**src/rtl/vec_fork.sv**
```systemverilog
// rtl/vec_fork.sv - one-to-two vector stream fork with registered output stage
// Optional one-entry input skid buffer enabled by defining VEC_FORK_SKID_EN.
module vec_fork #(
    parameter int BW          = 8,
    parameter int VECTOR_SIZE = 13
) (
    input  logic                      clk_i,
    input  logic                      rstn_i,
    input  logic [VECTOR_SIZE*BW-1:0] data_i,
    input  logic                      valid_i,
    input  logic                      last_i,
    output logic                      ready_o,
    output logic [VECTOR_SIZE*BW-1:0] data1_o,
    output logic                      valid1_o,
    output logic                      last1_o,
    input  logic                      ready1_i,
    output logic [VECTOR_SIZE*BW-1:0] data2_o,
    output logic                      valid2_o,
    output logic                      last2_o,
    input  logic                      ready2_i
);

    localparam int DW = VECTOR_SIZE * BW;

    logic [DW-1:0] data_q;
    logic          last_q;
    logic          pend1;
    logic          pend2;
    logic          acc;
    logic          tx1;
    logic          tx2;
    logic          done;

    // done: the output stage is empty or both consumers take it this cycle
    assign done = (!pend1 || ready1_i) && (!pend2 || ready2_i);
    assign acc  = valid_i && ready_o;
    assign tx1  = pend1 && ready1_i;
    assign tx2  = pend2 && ready2_i;

    assign data1_o  = data_q;
    assign data2_o  = data_q;
    assign last1_o  = last_q;
    assign last2_o  = last_q;
    assign valid1_o = pend1;
    assign valid2_o = pend2;

`ifdef VEC_FORK_SKID_EN
    logic [DW-1:0] skid_data;
    logic          skid_last;
    logic          skid_full;

    // Registered ready breaks the combinational path from the consumers.
    assign ready_o = !skid_full;

    always_ff @(posedge clk_i or negedge rstn_i) begin
        if (!rstn_i) begin
            data_q    <= '0;
            last_q    <= 1'b0;
            pend1     <= 1'b0;
            pend2     <= 1'b0;
            skid_data <= '0;
            skid_last <= 1'b0;
            skid_full <= 1'b0;
        end else if (done && skid_full) begin
            data_q    <= skid_data;
            last_q    <= skid_last;
            pend1     <= 1'b1;
            pend2     <= 1'b1;
            skid_full <= 1'b0;
        end else if (acc && done) begin
            data_q <= data_i;
            last_q <= last_i;
            pend1  <= 1'b1;
            pend2  <= 1'b1;
        end else begin
            if (acc) begin
                skid_data <= data_i;
                skid_last <= last_i;
                skid_full <= 1'b1;
            end
            if (tx1) pend1 <= 1'b0;
            if (tx2) pend2 <= 1'b0;
        end
    end
`else
    assign ready_o = done;

    always_ff @(posedge clk_i or negedge rstn_i) begin
        if (!rstn_i) begin
            data_q <= '0;
            last_q <= 1'b0;
            pend1  <= 1'b0;
            pend2  <= 1'b0;
        end else if (acc) begin
            data_q <= data_i;
            last_q <= last_i;
            pend1  <= 1'b1;
            pend2  <= 1'b1;
        end else begin
            if (tx1) pend1 <= 1'b0;
            if (tx2) pend2 <= 1'b0;
        end
    end
`endif

endmodule

```
**config.mk**
```make
export PLATFORM = sky130hd
export DESIGN_NAME = vec_fork
export DESIGN_NICKNAME = d
export VERILOG_FILES = /design/src/rtl/vec_fork.sv
export SDC_FILE = /design/constraint.sdc
export NUM_CORES = 1
export LEC_CHECK = 0
export ABC_AREA = 1
export CELL_PAD_IN_SITES_DETAIL_PLACEMENT = 1
export CELL_PAD_IN_SITES_GLOBAL_PLACEMENT = 1
export CORE_AREA = 5 5 142 144
export CTS_BUF_LIST = sky130_fd_sc_hd__clkbuf_4
export DETAILED_ROUTE_END_ITERATION = 8
export DIE_AREA = 0 0 147 149
export PLACE_DENSITY = 0.95
export REMOVE_ABC_BUFFERS = 1
export SLEW_MARGIN = 20
export SYNTH_ARGS = -nofsm -noshare
export SYNTH_HDL_FRONTEND = slang
export SYNTH_SLANG_ARGS = --single-unit
```
**constraint.sdc**
```tcl
create_clock -name clk_i -period 2.2 [get_ports clk_i]
set_input_delay 0.33 -clock clk_i [delete_from_list [all_inputs] [get_ports clk_i]]
set_output_delay 0.33 -clock clk_i [all_outputs]
set_load 0.01 [all_outputs]
```
After elaboration in Yosys (flattened, before gate mapping)
Index checks and enable logic that the tools add are counted.

word-level totals
  RAM bits = 0
  latch bits = 0
  logic and storage cells = 18
  input bits = 110
  bits in registers = 107
  memories kept = 0
  ROM bits = 0

cells by class
  shift operators = 0
  eq/ne operators = 0
  divide/modulo/power cells = 0
  reductions and logical operators = 10
  multipliers = 0
  $lt $le $gt $ge = 0
  add/subtract/negate cells = 0
  bitwise logic cells = 0
  multiplexer cells = 4

operators by type and width
  operator            number
  1-bit logical AND   4
  1-bit two-way mux   4
  2-bit nonzero test  2
  1-bit logical NOT   2
  1-bit logical OR    2

Logic depth before layout (Yosys ltp)
Gate-level depths: netlist of the first run.

  word-level depth = 5
  gate-level depth with buffers = 7
  mapped depth without buffers = 5

Worst setup path before layout of the first run
OpenSTA, ideal clock, no wires.

  kind = register -> output
  from = reg pend2, in the netlist valid2_o
  to = out ready_o
  cell stages (with the launch flop) = 6
  slack = 0.805 ns
  buffers on the path = 2
  data arrival time = 1.065 ns
  cell sequence = dfrtp_1 > nand2_2 > buf_4 > buf_2 > nand2_1 > inv_1

between the ends
  word-level cells in the longest chain between the ends = 3

RTL lines
  what                      line  source
  start: declaration        28    logic pend2;
  start signal: assignment  93    pend2 <= 1'b0;
  start signal: assignment  98    pend2 <= 1'b1;
  start signal: assignment  101   if (tx2) pend2 <= 1'b0;
  1-bit logical NOT         35    assign done = (!pend1 || ready1_i) && (!pend2 || ready2_i);
  1-bit logical OR          35
  1-bit logical AND         35
  end: declaration          12    output logic ready_o,

Every way passes these cells.

Final worst setup path of the first run
  from = reg data_q[67], in the netlist data1_o[67]
  to = out data2_o[67]

RTL lines
  what                      line  source
  start: declaration        25    logic [DW-1:0] data_q;
  start signal: assignment  95    data_q <= data_i;
  end: declaration          17    output logic [VECTOR_SIZE*BW-1:0] data2_o,

No word-level cell between the ends.

==> flow_summary.ini, run 1 <==
[grt]
grt_max_degree = 108
grtUsageMet3_pct = 5.04
grt_usage_pct = 16.5
grt.busiest_layer = met2
use_met2_pct = 29.5
antenna_found_initial = 0
grt.met1_usage_pct = 19.0
grt_pass1_vias = 5187
grt_pass1_wl_um = 29100
grt-ovfl-total = 0

[worst_setup_path]
cp_cell_sequence = clkdlybuf4s50_1
cp.buffers_inverters = 1
cp.required_ns = 1.87
critPathMaxFanout = 3
path_class = reg -> out
cp.arrival_ns = 1.51
crit_family = buffers and inverters
slowest_stage = clkdlybuf4s50_1
cpPeakStageDelay_ns = 0.59
end_kind = output pin
worstSetupStartpointType = flip-flop

[final_layout]
layout_common_cells = clkdlybuf4s50_1 (319), nand2_1 (213), dfrtp_1 (107), nand4_1 (105), clkbuf_4 (10)
num_antenna_cells = 0
area_growth_pct = 54.4
design_area_um2 = 7980
drive_gt1_share_pct = 3.60
finalNetCount = 883
fin_cells = 1012
final_common_cell = clkdlybuf4s50_1
finish.utilization_pct = 43.0

[synth]
synth.area.top_cells = dfrtp_1 (52%), buf_4 (16%), nand2_1 (15%), nand4_1 (13%), clkbuf_1 (1.5%)
yosys.area.top_type = dfrtp_1
synth_area_um2 = 5170
ys_seq_elements = 107
synth_cells = 581
syn_area_per_cell_um2 = 8.90
yosysSeqAreaShare_pct = 51.8
synth.distinct_cells = 11
synth_top_area_share_pct = 51.8
yosysWarnings = 0

[flow_run]
drv_cap = 0

[worst_hold_path]
hold_class = in -> reg

[run_status]
outcome = completed

[floorplanning]
ioPinCount = 323
start_util_pct = 27.8
die_h_um = 149
die_area_um2 = 21900
fp.coreArea_um2 = 18600
rows = 50
die_w_um = 147

[sta]
worst_slew_pin_slew_ns = 0.591
finClkSkew_ns = 0.0297
finalHoldViolations = 0
setup_slack_ns = 0.361
fin_tns_setup_ns = 0
setup_violations = 0
rsz0062_at_grt = false
slew_viol_final = 0
max_freq_mhz = 544
period_share_pct = 83.6
slew_headroom_pct = 60.6
timing.hold.ws_ns = 0.270
post-route-min-period_ns = 1.84

[place]
portBuffers = 322
dp_cells = 995
routabilityCongestion = 0.775
dp_slack_ns = 0.150
dpl_cell_area_um2 = 7830
hpwl_um = 13700

[routing]
drt-total-wl_um = 18600
via_count = 4725
avgRoutedWirePerCell_um = 18.4
drtIter0Drc = 152
via_per_inst = 4.67
drc = 0
dr.pass1.iters = 4
ant_nets = 0

[pwr]
power_mw = 6.72
leakage_nw = 3.64
power_density_nw_per_um2 = 842
ir_drop_mv = 0.317

[clocking]
cts-root-buf = clkbuf_4
clk_pin_slew_ns = 0.17
cts_max_level = 3
cts_tree = built
clkLatencyLatePin_ns = 0.47
cts_made_buffers = 9
clkSinkCount = 107
clockBufferDepth = 2
-- power by group --
group / internal, mW / switching (mW) / total [mW]
Sequential: 2.36 / 0.373 / 2.73
Clock: 0.363 / 0.677 / 1.04
Combinational: 1.69 / 1.26 / 2.95
Total: 4.41 / 2.31 / 6.72
-- final cells by class --
class / instances / area, um2
multi-input combinational: 321 / 1500
sequential: 107 / 2680
tap: 234 / 293
clock inverter: 6 / 65.1
fill: 2119 / 10600
inverter: 3 / 11.3
timing repair buffer: 331 / 3370
clock buffer: 10 / 75.1
-- cell families after synthesis --
family                 after synthesis  synth area share, %
buffers and inverters              153                 19.5
AND/OR/NAND/NOR                    321                 28.8
flip-flops                         107                 51.8
-- metal layers --
layer	wire [um]	vias to the layer above
met4	380	0
met5	0	-
li1	-	2200
met3	1290	25
met2	9580	197
met1	7350	2303
-- final timing paths --
path / to / cells after the start / slack, ns / start
setup / recovery: data2_o[67] / 1 / 0.36 / data1_o[67]
hold / removal: data1_o[92] / 3 / 0.27 / valid_i
setup reg to reg: data1_o[99] / 5 / 0.56 / valid2_o
hold reg to reg: data1_o[41] / 2 / 0.51 / data1_o[41]
max in group asynchronous: data1_o[50] / 3 / 1.27 / rstn_i
min in group asynchronous: data1_o[13] / 3 / 0.42 / rstn_i
-- worst register-to-register path, cell delays in order (launching register included) --
cell,delay (ns)
dfrtp_1,0.44
nand2_4,0.11
buf_12,0.31
buf_4,0.48
nand4_1,0.15
nand2_1,0.11
-- cell usage after synthesis --
library cell / instances
nand2_1: 213
nand3_4: 1
nand2_2: 2
dfrtp_1: 107
buf_2: 15
clkbuf_1: 21
nand4_1: 105
buf_1: 5
inv_1: 3
buf_6: 1
buf_4: 108
-- flip-flops by register name (all words and copies together) (netlist names) --
| signal | count |
|---|---|
| data1_o | 104 |
| valid2_o | 1 |
| last1_o | 1 |
| valid1_o | 1 |
-- what timing repair did --
item                                    in CTS  in global routing
hold buffers                                 1                  0
resized for setup                            0                  1
endpoints found under the setup margin       0                  1
endpoints found under the hold margin      107                  0
setup buffers                                0                  0
Note: power is estimated with default switching activity, not from simulation.
==> inputs of run 2 (changes only) <==
--- a/config.mk
+++ b/config.mk
@@ -8,11 +8,11 @@
 export ABC_AREA = 1
 export CELL_PAD_IN_SITES_DETAIL_PLACEMENT = 1
 export CELL_PAD_IN_SITES_GLOBAL_PLACEMENT = 1
-export CORE_AREA = 5 5 142 144
+export CORE_AREA = 5 5 153 155
 export CTS_BUF_LIST = sky130_fd_sc_hd__clkbuf_4
 export DETAILED_ROUTE_END_ITERATION = 8
-export DIE_AREA = 0 0 147 149
-export PLACE_DENSITY = 0.95
+export DIE_AREA = 0 0 158 160
+export PLACE_DENSITY = 0.89
 export REMOVE_ABC_BUFFERS = 1
 export SLEW_MARGIN = 20
 export SYNTH_ARGS = -nofsm -noshare
==> constraint.sdc (replaced) <==
create_clock -name clk_i -period 1.6 [get_ports clk_i]
set_input_delay 0.24 -clock clk_i [delete_from_list [all_inputs] [get_ports clk_i]]
set_output_delay 0.24 -clock clk_i [all_outputs]
set_load 0.01 [all_outputs]
==> run 2 against run 1 <==
Net effect:
- combinational power increased by 46%
- clock-buffer cell count rose by 1
- first-iteration DRC count up 93%
- clock skew fell by 0.0016 ns
- sequential power rose by 33%
==> flow_summary.ini, run 2 (synthesis gave the netlist of run 1 again) <==
[clocking]
cts_made_buffers = 9
clk_pin_slew_ns = 0.17
clkLatencyLatePin_ns = 0.45
clockBufferDepth = 2
cts-root-buf = clkbuf_4
cts_max_level = 3
cts_tree = built
clkSinkCount = 107

[sta]
finClkSkew_ns = 0.0281
post-route-min-period_ns = 1.52
worst_slew_pin_slew_ns = 0.612
setup_violations = 0
slew_headroom_pct = 59.2
finalHoldViolations = 0
max_freq_mhz = 657
timing.hold.ws_ns = 0.0900
slew_viol_final = 0
rsz0062_at_grt = true
period_share_pct = 95.1

[pwr]
leakage_nw = 4.57
power_density_nw_per_um2 = 1080
sequentialPowerShare_pct = 38.8
clock_power_share_pct = 15.2
power_mw = 9.36
internal_power_mw = 5.97
ir_drop_mv = 0.388
power_switching_mw = 3.39
switching_share_pct = 36.2
combPwrFrac_pct = 46.0

[grt]
grt-ovfl-total = 0
grt_pass1_vias = 5821
antenna_found_initial = 1
grt_max_degree = 106
grt_pass1_wl_um = 33800
grt_usage_pct = 17.0

[place]
hpwl_um = 14900
routabilityCongestion = 0.762
portBuffers = 322
dpl_cell_area_um2 = 8050

[final_layout]
drive_gt1_share_pct = 17.3
finalNetCount = 992
area_growth_pct = 67.5
largest_reg_flops = 104
final_common_cell = nand2_1
design_area_um2 = 8660
nFillCells = 2570
layout_common_cells = nand2_1 (212), dlygate4sd2_1 (154), buf_4 (109), dfrtp_1 (107), clkdlybuf4s50_1 (107)

[routing]
dr_wl_met2_um = 11900
wl_met3_um = 1280
ant_nets = 0
wl_met1_um = 8370
drc = 0
via_per_inst = 4.53
via_count = 5286
avgRoutedWirePerCell_um = 18.8
dr.pass1.iters = 4
drtIter0Drc = 294
drt-total-wl_um = 21900
top_layer = met4

[worst_setup_path]
r2r-end = data1_o[28]
r2r_setup_slack_ns = 0.10
cpPeakStageDelay_ns = 0.42
critPathMaxFanout = 2
slowest_stage = dfrtp_1
critPathCapture = data1_o[1]
path_class = reg -> out
cp.arrival_ns = 1.28
end_kind = output pin
cp_cell_sequence = buf_4 > dlygate4sd2_1
timing.rr.start = valid1_o
r2r_cells = 7
cp.required_ns = 1.36
worstSetupStartpointType = flip-flop
critPathLaunch = data1_o[1]

[run_status]
outcome = completed

[floorplanning]
ioPinCount = 323
start_util_pct = 23.8
die_w_um = 158
fp.coreArea_um2 = 21700
die_h_um = 160
rows = 54
die_area_um2 = 25300

[flow_run]
drv_cap = 0

[worst_hold_path]
hold_class = in -> async
## run 2: cell count changes in the layout (fill, tap and decap cells not counted), sizes merged, moves of 3 or more
cell and change:
buf +110, clkbuf +14, clkdlybuf4s15 +45, clkdlybuf4s50 -212, clkinv -4, clkinvlp +3
dlygate4sd2 +154
## run 2: what timing repair did
item	CTS	global route
cloned	0	0
setup buffers	91	3
pin swaps	1	1
hold buffers	1	0
gates resized for setup	260	32
hold endpoints to repair	107	0
endpoints found under the setup margin	213	34
## run 2: per-layer routing
metal  GRT usage, %  up-vias
li1               -     2424
met1           19.5     2641
met4           4.54        0
met5              0        -
met3           3.19       25
met2           31.8      196
## run 2: metrics by stage
step,worst slack [ns],utilization [%],TNS (ns),instances
2_1_floorplan,-1.11,-,-119.02,431
3_3_place_gp,-0.406,37.1,-6.34,1056
3_5_place_dp,-0.401,37.1,-9.21,1056
4_1_cts,-0.0177,40.0,-0.0177,1163
5_1_grt,-0.0177,39.9,-0.0177,1167
6_report,0.0778,39.9,0,1167
## run 2: area by class of cell
cell class	instances	area, um2	share of cell area (%)
Inverter	3	13.8	0.159
Antenna cell	1	2.50	0.0289
Tap cell	280	350	4.05
Timing Repair Buffer	440	3980	45.9
Clock buffer	11	82.6	0.954
Sequential cell	107	2680	30.9
Clock inverter	4	52.6	0.607
Multi-Input combinational cell	321	1500	17.4
## run 2: power groups by stage
| stage | Clock (mW) | Combinational (mW) | Sequential [mW] |
|---|---|---|---|
| 6_report | 1.42 | 4.31 | 3.64 |
| 3_5_place_dp | 0 | 4.20 | 3.82 |
| 4_1_cts | 1.52 | 4.31 | 3.63 |
| 5_1_grt | 1.59 | 4.65 | 3.71 |
| 3_3_place_gp | 0 | 4.08 | 3.80 |
| 2_1_floorplan | 0 | 0.642 | 4.25 |
## run 2: how the worst min path moves through the flow
stage / startpoint / endpoint / slack [ns]
finish: rstn_i / data1_o[0] / 0.09
global route: rstn_i / data1_o[70] / 0.04
CTS: rstn_i / data1_o[0] / 0.02
detailed placement: rstn_i / data1_o[0] / 0.04
global placement: rstn_i / data1_o[70] / 0.04
floorplan: rstn_i / data1_o[0] / -0.06
## run 2: critical path: cells and delay by family, from the launching register on
kind,cells,cell delay (ns)
flops,1,0.42
buf+inv,2,0.42
